--- src/rtl/bch_pkg.sv ---
// Shared definitions for the BCH(31,k,T=3) decoder over GF(2^5), primitive polynomial x^5+x^2+1.
package bch_pkg;

  localparam int unsigned N = 31;
  localparam int unsigned M = 5;
  localparam int unsigned T = 3;

  typedef logic [M-1:0] gf_t;

  // Low bits of the primitive polynomial; x^5 folds back to x^2+1.
  localparam gf_t PRIM_LOW = 5'b00101;

  typedef enum logic [1:0] {
    IDLE,
    SEARCH,
    FIN
  } chien_state_t;

  // alpha^k for k = 0..30
  localparam gf_t ALPHA_TBL [0:30] = '{
    5'd1,  5'd2,  5'd4,  5'd8,  5'd16, 5'd5,  5'd10, 5'd20,
    5'd13, 5'd26, 5'd17, 5'd7,  5'd14, 5'd28, 5'd29, 5'd31,
    5'd27, 5'd19, 5'd3,  5'd6,  5'd12, 5'd24, 5'd21, 5'd15,
    5'd30, 5'd25, 5'd23, 5'd11, 5'd22, 5'd9,  5'd18
  };

  function automatic gf_t alpha_pow(input int unsigned k);
    return ALPHA_TBL[k % N];
  endfunction

  // General shift-and-add multiply.
  function automatic gf_t gf_mul(input gf_t a, input gf_t b);
    gf_t acc;
    gf_t sh;
    acc = '0;
    sh  = a;
    for (int unsigned i = 0; i < M; i++) begin
      if (b[i]) acc = acc ^ sh;
      sh = {sh[M-2:0], 1'b0} ^ (sh[M-1] ? PRIM_LOW : gf_t'(0));
    end
    return acc;
  endfunction

  // a^-1 = a^(2^M - 2); maps 0 to 0.
  function automatic gf_t gf_inv(input gf_t a);
    gf_t r;
    r = gf_t'(1);
    for (int unsigned i = 0; i < (1 << M) - 2; i++) begin
      r = gf_mul(r, a);
    end
    return r;
  endfunction

endpackage

--- src/rtl/bch_chien_search_if.sv ---
// Handshake and data bundle between the Berlekamp-Massey stage (master) and the Chien search (slave).
interface bch_chien_search_if;
  import bch_pkg::*;

  logic       start;
  gf_t        sigma0;
  gf_t        sigma1;
  gf_t        sigma2;
  gf_t        sigma3;
  logic [3:0] L;
  logic       busy;
  logic       pos_valid;
  logic [4:0] err_pos;
  logic       err_flag;
  logic       done;
  logic [3:0] num_err;
  logic       fail;

  modport master (
    output start, sigma0, sigma1, sigma2, sigma3, L,
    input  busy, pos_valid, err_pos, err_flag, done, num_err, fail
  );

  modport slave (
    input  start, sigma0, sigma1, sigma2, sigma3, L,
    output busy, pos_valid, err_pos, err_flag, done, num_err, fail
  );

endinterface

--- src/rtl/gf5_mul_const.sv ---
// Combinational multiply of a GF(2^5) element by the constant alpha^K (pure XOR network).
module gf5_mul_const
  import bch_pkg::*;
#(
  parameter int unsigned K = 0
) (
  input  gf_t a_i,
  output gf_t p_o
);

  // Each set input bit b contributes alpha^(K+b).
  always_comb begin
    p_o = '0;
    for (int unsigned b = 0; b < M; b++) begin
      if (a_i[b]) p_o = p_o ^ alpha_pow(K + b);
    end
  end

endmodule

--- src/rtl/bch_chien_search.sv ---
// Chien search: evaluates sigma(alpha^-i) for i = 0..N-1, one position per clock,
// flags roots per position and reports the root count and an uncorrectable flag.
module bch_chien_search
  import bch_pkg::*;
(
  input  logic               clk,
  input  logic               reset,
  bch_chien_search_if.slave  bus
);

  chien_state_t state_q, state_d;
  gf_t          term0_q, term0_d;
  gf_t          term1_q, term1_d;
  gf_t          term2_q, term2_d;
  gf_t          term3_q, term3_d;
  logic [3:0]   l_q, l_d;
  logic [4:0]   cnt_q, cnt_d;
  logic [3:0]   root_q, root_d;
  logic         busy_q, busy_d;
  logic         pos_valid_q, pos_valid_d;
  logic [4:0]   err_pos_q, err_pos_d;
  logic         err_flag_q, err_flag_d;
  logic         done_q, done_d;
  logic [3:0]   num_err_q, num_err_d;
  logic         fail_q, fail_d;

  gf_t          term1_nx, term2_nx, term3_nx;
  gf_t          sum;

  // term_j steps by alpha^-j = alpha^(N-j) per position; term0 stays constant.
  gf5_mul_const #(.K(N - 1)) u_mul1 (.a_i(term1_q), .p_o(term1_nx));
  gf5_mul_const #(.K(N - 2)) u_mul2 (.a_i(term2_q), .p_o(term2_nx));
  gf5_mul_const #(.K(N - 3)) u_mul3 (.a_i(term3_q), .p_o(term3_nx));

  assign sum = term0_q ^ term1_q ^ term2_q ^ term3_q;

  // Next-state and registered-output logic for IDLE -> SEARCH -> FIN.
  always_comb begin
    state_d     = state_q;
    term0_d     = term0_q;
    term1_d     = term1_q;
    term2_d     = term2_q;
    term3_d     = term3_q;
    l_d         = l_q;
    cnt_d       = cnt_q;
    root_d      = root_q;
    err_pos_d   = err_pos_q;
    num_err_d   = num_err_q;
    fail_d      = fail_q;
    pos_valid_d = 1'b0;
    err_flag_d  = 1'b0;
    done_d      = 1'b0;

    case (state_q)
      IDLE: begin
        if (bus.start) begin
          state_d   = SEARCH;
          term0_d   = bus.sigma0;
          term1_d   = bus.sigma1;
          term2_d   = bus.sigma2;
          term3_d   = bus.sigma3;
          l_d       = bus.L;
          cnt_d     = '0;
          root_d    = '0;
          num_err_d = '0;
          fail_d    = 1'b0;
        end
      end
      SEARCH: begin
        pos_valid_d = 1'b1;
        err_pos_d   = cnt_q;
        err_flag_d  = (sum == '0);
        term1_d     = term1_nx;
        term2_d     = term2_nx;
        term3_d     = term3_nx;
        if ((sum == '0) && (root_q != 4'hF)) root_d = root_q + 4'd1;
        if (cnt_q == 5'(N - 1)) state_d = FIN;
        else                    cnt_d   = cnt_q + 5'd1;
      end
      FIN: begin
        done_d    = 1'b1;
        num_err_d = root_q;
        fail_d    = (root_q != l_q) || (l_q > 4'(T));
        state_d   = IDLE;
      end
      default: state_d = IDLE;
    endcase

    // busy covers the done cycle too, which is already back in IDLE.
    busy_d = (state_d != IDLE) || (state_q == FIN);
  end

  // State and output registers with synchronous reset.
  always_ff @(posedge clk) begin
    if (reset) begin
      state_q     <= IDLE;
      term0_q     <= '0;
      term1_q     <= '0;
      term2_q     <= '0;
      term3_q     <= '0;
      l_q         <= '0;
      cnt_q       <= '0;
      root_q      <= '0;
      busy_q      <= 1'b0;
      pos_valid_q <= 1'b0;
      err_pos_q   <= '0;
      err_flag_q  <= 1'b0;
      done_q      <= 1'b0;
      num_err_q   <= '0;
      fail_q      <= 1'b0;
    end else begin
      state_q     <= state_d;
      term0_q     <= term0_d;
      term1_q     <= term1_d;
      term2_q     <= term2_d;
      term3_q     <= term3_d;
      l_q         <= l_d;
      cnt_q       <= cnt_d;
      root_q      <= root_d;
      busy_q      <= busy_d;
      pos_valid_q <= pos_valid_d;
      err_pos_q   <= err_pos_d;
      err_flag_q  <= err_flag_d;
      done_q      <= done_d;
      num_err_q   <= num_err_d;
      fail_q      <= fail_d;
    end
  end

  assign bus.busy      = busy_q;
  assign bus.pos_valid = pos_valid_q;
  assign bus.err_pos   = err_pos_q;
  assign bus.err_flag  = err_flag_q;
  assign bus.done      = done_q;
  assign bus.num_err   = num_err_q;
  assign bus.fail      = fail_q;

endmodule

--- src/flat_wrapper.sv ---
// flat-port wrapper written by rule: the top's interface ports become plain ports
module bch_chien_search_flat import bch_pkg::*;
  (clk, reset, bus_start, bus_sigma0, bus_sigma1, bus_sigma2, bus_sigma3, bus_L, bus_busy, bus_pos_valid, bus_err_pos, bus_err_flag, bus_done, bus_num_err, bus_fail);
  bch_chien_search_if bus_i ();
  input  logic clk;
  input  logic reset;
  input wire logic [$bits(bus_i.start)-1:0] bus_start;
  input wire logic [$bits(bus_i.sigma0)-1:0] bus_sigma0;
  input wire logic [$bits(bus_i.sigma1)-1:0] bus_sigma1;
  input wire logic [$bits(bus_i.sigma2)-1:0] bus_sigma2;
  input wire logic [$bits(bus_i.sigma3)-1:0] bus_sigma3;
  input wire logic [$bits(bus_i.L)-1:0] bus_L;
  output wire logic [$bits(bus_i.busy)-1:0] bus_busy;
  output wire logic [$bits(bus_i.pos_valid)-1:0] bus_pos_valid;
  output wire logic [$bits(bus_i.err_pos)-1:0] bus_err_pos;
  output wire logic [$bits(bus_i.err_flag)-1:0] bus_err_flag;
  output wire logic [$bits(bus_i.done)-1:0] bus_done;
  output wire logic [$bits(bus_i.num_err)-1:0] bus_num_err;
  output wire logic [$bits(bus_i.fail)-1:0] bus_fail;
  assign bus_i.start = bus_start;
  assign bus_i.sigma0 = bus_sigma0;
  assign bus_i.sigma1 = bus_sigma1;
  assign bus_i.sigma2 = bus_sigma2;
  assign bus_i.sigma3 = bus_sigma3;
  assign bus_i.L = bus_L;
  assign bus_busy = bus_i.busy;
  assign bus_pos_valid = bus_i.pos_valid;
  assign bus_err_pos = bus_i.err_pos;
  assign bus_err_flag = bus_i.err_flag;
  assign bus_done = bus_i.done;
  assign bus_num_err = bus_i.num_err;
  assign bus_fail = bus_i.fail;
  bch_chien_search u_core (.clk(clk), .reset(reset), .bus(bus_i));
endmodule
--- config.mk ---
export PLATFORM = sky130hd
export DESIGN_NAME = bch_chien_search_flat
export DESIGN_NICKNAME = d
export VERILOG_FILES = /design/src/rtl/bch_pkg.sv /design/src/rtl/bch_chien_search_if.sv /design/src/rtl/gf5_mul_const.sv /design/src/rtl/bch_chien_search.sv /design/src/flat_wrapper.sv
export SDC_FILE = /design/constraint.sdc
export NUM_CORES = 1
export LEC_CHECK = 0
export CORE_MARGIN = 3
export CORE_UTILIZATION = 38
export CTS_CLUSTER_SIZE = 40
export DETAILED_ROUTE_END_ITERATION = 10
export PLACE_DENSITY = 0.58
export SLEW_MARGIN = 0
export SYNTH_ARGS = -nofsm -noshare
export SYNTH_HDL_FRONTEND = slang
export SYNTH_HIERARCHICAL = 1
export SYNTH_SLANG_ARGS = --single-unit
--- constraint.sdc ---
create_clock -name clk -period 2.3 [get_ports clk]
set_clock_uncertainty 0.05 [all_clocks]
set_input_delay 0.69 -clock clk [delete_from_list [all_inputs] [get_ports clk]]
set_output_delay 0.69 -clock clk [all_outputs]
set_load 0.05 [all_outputs]
==> qor_table.md <==
| Group | Result | This run |
|:---|:---|:---|
| finish | Syn-to-layout area delta | 24.44% |
| clock network | Clk Latency, worst-skew pair | 0.30 ns |
| die | Die Ht | 82.64 µm |
| global route | Number of global-route vias before repair | 1696 |
| place | Buffers added on ports | 40 |
| sta | Number of failing setup endpoints in the final timing report | 0 |
| place | Cell count after placement | 370 |
| sta | Highest attainable clock frequency | 454.1 MHz |
| worst setup path | Critical path's top delay family | buffers and inverters |
| outcome | Run status | complete, no violations |
| detailed routing | Vias per std cell | 4.884 |
| sta | Final period utilization | 95.74% |
| flow run | Number of max-cap violations | 0 |
| worst setup path | Worst Path Class, Setup | flip-flop to output pin |
| global route | Number of antenna violations at the first check in global routing | 0 |
| worst setup path | Data arrival time of the worst path | 1.46 ns |
| finish | Highest-count cells in the layout ignoring fill and taps | nand2_1 (62), dfxtp_1 (49), clkdlybuf4s50_1 (39), nor2_1 (32), a21oi_1 (19) |
| worst setup path | Data required time at the worst endpoint | 1.56 ns |
| die | Std-Cell Core Area | 5608 µm² |
| global route | Fraction of met2 tracks used by global routing | 23.72% |
| logic synthesis | Post-synthesis compound-gate area fraction | 14.29% |
| clock network | # hold bufs at CTS | 0 |
| sta | Worst slew margin relative to its limit | 66.35% |
| place | GPL Wtd Cong | 0.7340 |
| sta | Final Hold Viols | 0 |
| sta | Total negative slack | 0 ns |
| die | Overall die area | 6829 µm² |
| logic synthesis | Cell count after synthesis | 271 |
| worst setup path | Number of buffer and inverter stages on the critical path | 1 |
| worst setup path | Maximum fanout along the worst path | 2 |
| logic synthesis | Synthesized-area fraction occupied by and/or/nand/nor cells | 22.25% |
| logic synthesis | Synth Warn # | 6 |
| logic synthesis | Number of storage elements in the synthesis netlist | 49 |
| logic synthesis | Area share of xor/xnor cells in the synthesized design | 10.87% |
| detailed routing | Average wire per standard cell | 12.80 µm |
| global route | Global-route wire length before repair | 8059 µm |
| finish | Fraction of layout instances using a drive strength above 1 | 8.170% |
| worst setup path | Crit path cell chain | clkdlybuf4s50_1 |
| clock network | Htree depth | 2 |
| clock network | Clock tree from TritonCTS | done |
| sta | Worst slew pin tran | 0.5031 ns |
| power and ir drop | Power per cell area | 647.8 nW/µm² |
| logic synthesis | Synth Area per Inst | 8.237 µm² |
| power and ir drop | Peak supply drop | 0.2755 mV |
| global route | Gr usage total | 15.44% |
| detailed routing | Number of design-rule violations left by the first detailed-router iteration | 113 |
| power and ir drop | Overall power consumption | 1.799 mW |
| power and ir drop | Leakage power total | 1.056 nW |
| detailed routing | Sum of routed wire length over all layers | 4840 µm |
| clock network | Cell at the root of the clock tree | clkbuf_8 |
| finish | Inserted Diodes | 0 |
| sta | Number of pins exceeding their max-slew limit in the final report | 0 |
| clock network | Number of buffers created by CTS | 5 |
| clock network | Number of cells upsized or downsized after cts | 0 |
| place | Post-DP HPWL | 3414 µm |
| logic synthesis | Sequential fraction of the synthesis area | 43.95% |
| logic synthesis | Cell variety after synth | 33 |
| detailed routing | Number of antenna-violating nets in the routed design | 0 |
| die | I/O pin count | 41 |
| place | Placed Area | 2681 µm² |
| worst setup path | Longest individual stage delay on the worst path | 0.81 ns |
| die | Initial cell density of the core | 39.80% |
| clock network | Post-CTS clock slew at the launch and capture registers of the worst setup and hold paths | 0.09 ns |
| global route | Met1 layer usage reported by global route | 21.27% |
| clock network | Number of buffers between clock root and the deepest sink | 2 |
| clock network | TritonCTS Sinks | 49 |
| logic synthesis | Synthesized net count | 301 |
| worst setup path | Endpoint class of the critical path | output pin |
| finish | Final non-filler cell area | 2778 µm² |
| logic synthesis | Area of the mapped netlist | 2232 µm² |
| logic synthesis | Post-synthesis adder-cell area fraction | 1.682% |
| finish | Fin nets | 335 |
| sta | RSZ-0062 raised after global routing | false |
| logic synthesis | Post-synthesis mux area share | 0.5045% |
| global route | Global routing's busiest layer | met2 |
| worst setup path | Worst Setup Start Kind | flip-flop |
| clock network | Number of post-CTS setup repair buffers | 0 |
| die | FP Rows | 27 |
| detailed routing | Total via count in the routed design | 1846 |
| global route | Grt met3 use | 3.688% |
| worst hold path | Hold WC Path Type | flip-flop to flip-flop |
| detailed routing | Number of iterations in the first detailed-routing pass | 4 |
| worst setup path | CP max stage cell | clkdlybuf4s50_1 |
| die | Horizontal extent of the die | 82.64 µm |
| global route | Pin count of the biggest net entering global routing | 32 |
| detailed routing | Final routed DRC violation total | 0 |
| logic synthesis | Largest family of logic cells by synthesized area | simple AND/OR/NAND/NOR gates |
| finish | Most common library cell in the layout ignoring fill and taps | nand2_1 |
| global route | Overflow after GRT | 0 |
| sta | Final Critical Period | 2.202 ns |
| finish | Final cell count without fillers | 378 |
-- cell families (layout without fill, tap and decap cells) --
group	count (synthesis)	after routing
adders and majority gates	3	3
muxes	1	1
and+or+nand+nor	117	117
buffers and inverters	29	64
xor gates and xnor gates	26	26
DFF	49	49
AOI/OAI and AO/OA	46	46
-- flip-flops by register name (all words and copies together) (netlist names) --
| register | cells |
|---|---|
| u_core/state_q | 2 |
| u_core/term2_q | 5 |
| u_core/term3_q | 5 |
| u_core/term1_q | 5 |
| u_core/bus.busy | 1 |
| u_core/bus.num_err | 4 |
| u_core/root_q | 4 |
| u_core/bus.fail | 1 |
| u_core/term0_q | 5 |
| u_core/l_q | 4 |
| u_core/bus.err_pos | 5 |
| u_core/bus.err_flag | 1 |
| u_core/bus.done | 1 |
| u_core/bus.pos_valid | 1 |
| u_core/cnt_q | 5 |
-- worst paths after layout --
path                                                         start                                 end  slack, ns  cells past startpoint
worst max-delay path            u_core/bus.err_pos[4]$_SDFFE_PP0P_                      bus_err_pos[4]        0.1                      1
worst min-delay path            u_core/bus.err_pos[3]$_SDFFE_PP0P_  u_core/bus.err_pos[3]$_SDFFE_PP0P_       0.41                      2
worst max register to register      u_core/term3_q[0]$_SDFFE_PP0P_       u_core/root_q[1]$_SDFFE_PP0P_       0.42                      5
worst min register to register  u_core/bus.err_pos[3]$_SDFFE_PP0P_  u_core/bus.err_pos[3]$_SDFFE_PP0P_       0.41                      2
-- report_power, final --
group	switching (mW)	total, mW	internal, mW
combinational	0.162	0.324	0.162
clock	0.294	0.538	0.244
sequential	0.0461	0.937	0.891
-- metrics by stage --
stage,utilization [%],hold slack [ns],setup WS (ns)
finish,49.53,0.4059,0.09795
global route,49.53,0.4284,0.04603
CTS,49.53,0.4107,0.09176
detailed placement,47.81,0.3972,-0.006614
global placement,47.81,0.3941,0.03395
floorplan,-,0.3860,0.5564
-- synthesized netlist by cell type --
cell / instances / share of area (%)
ha_1: 3 / 1.7
buf_4: 9 / 3.0
o31ai_1: 1 / 0.34
xor2_1: 13 / 5.1
xor3_1: 1 / 1.1
o21bai_1: 1 / 0.34
nand2_1: 62 / 10
or2_2: 1 / 0.28
dfxtp_1: 49 / 44
nor4_1: 2 / 0.56
a311oi_1: 15 / 5.9
o32ai_1: 2 / 0.78
clkbuf_1: 15 / 2.5
nor3b_1: 1 / 0.34
xnor2_1: 12 / 4.7
or3_1: 1 / 0.28
nand3b_1: 2 / 0.67
nor3_1: 4 / 0.90
a21oi_1: 19 / 4.3
nand4_1: 4 / 1.1
a31oi_1: 2 / 0.56
o21ba_2: 1 / 0.45
nor2_1: 32 / 5.4
a22oi_1: 4 / 1.3
nand2b_1: 2 / 0.56
mux2_2: 1 / 0.50
or2_4: 1 / 0.39
inv_1: 4 / 0.67
nand3_1: 2 / 0.45
a21o_1: 1 / 0.34
nor2b_1: 2 / 0.56
buf_2: 1 / 0.22
or4_1: 1 / 0.34
-- worst min-delay path, stage by stage, from the launching register on --
cell and delay (ns):
dfxtp_1 0.32, nand2_1 0.05, a21oi_1 0.05
-- layer usage --
metal | up-vias | wire length [µm]
li1 | 970 | -
met1 | 842 | 2429
met2 | 28 | 2143
met3 | 6 | 197
met4 | 0 | 69
met5 | - | 0
-- final cells by class --
cell class	count	area [µm²]
clock inverter	2	13.76
multi-input combinational	193	1107
clock buffer	6	82.58
fill	571	2830
tap	72	90.09
timing repair buffer	52	488.0
sequential	49	980.9
inverter	4	15.01
Note: power is estimated with default switching activity, not from simulation.
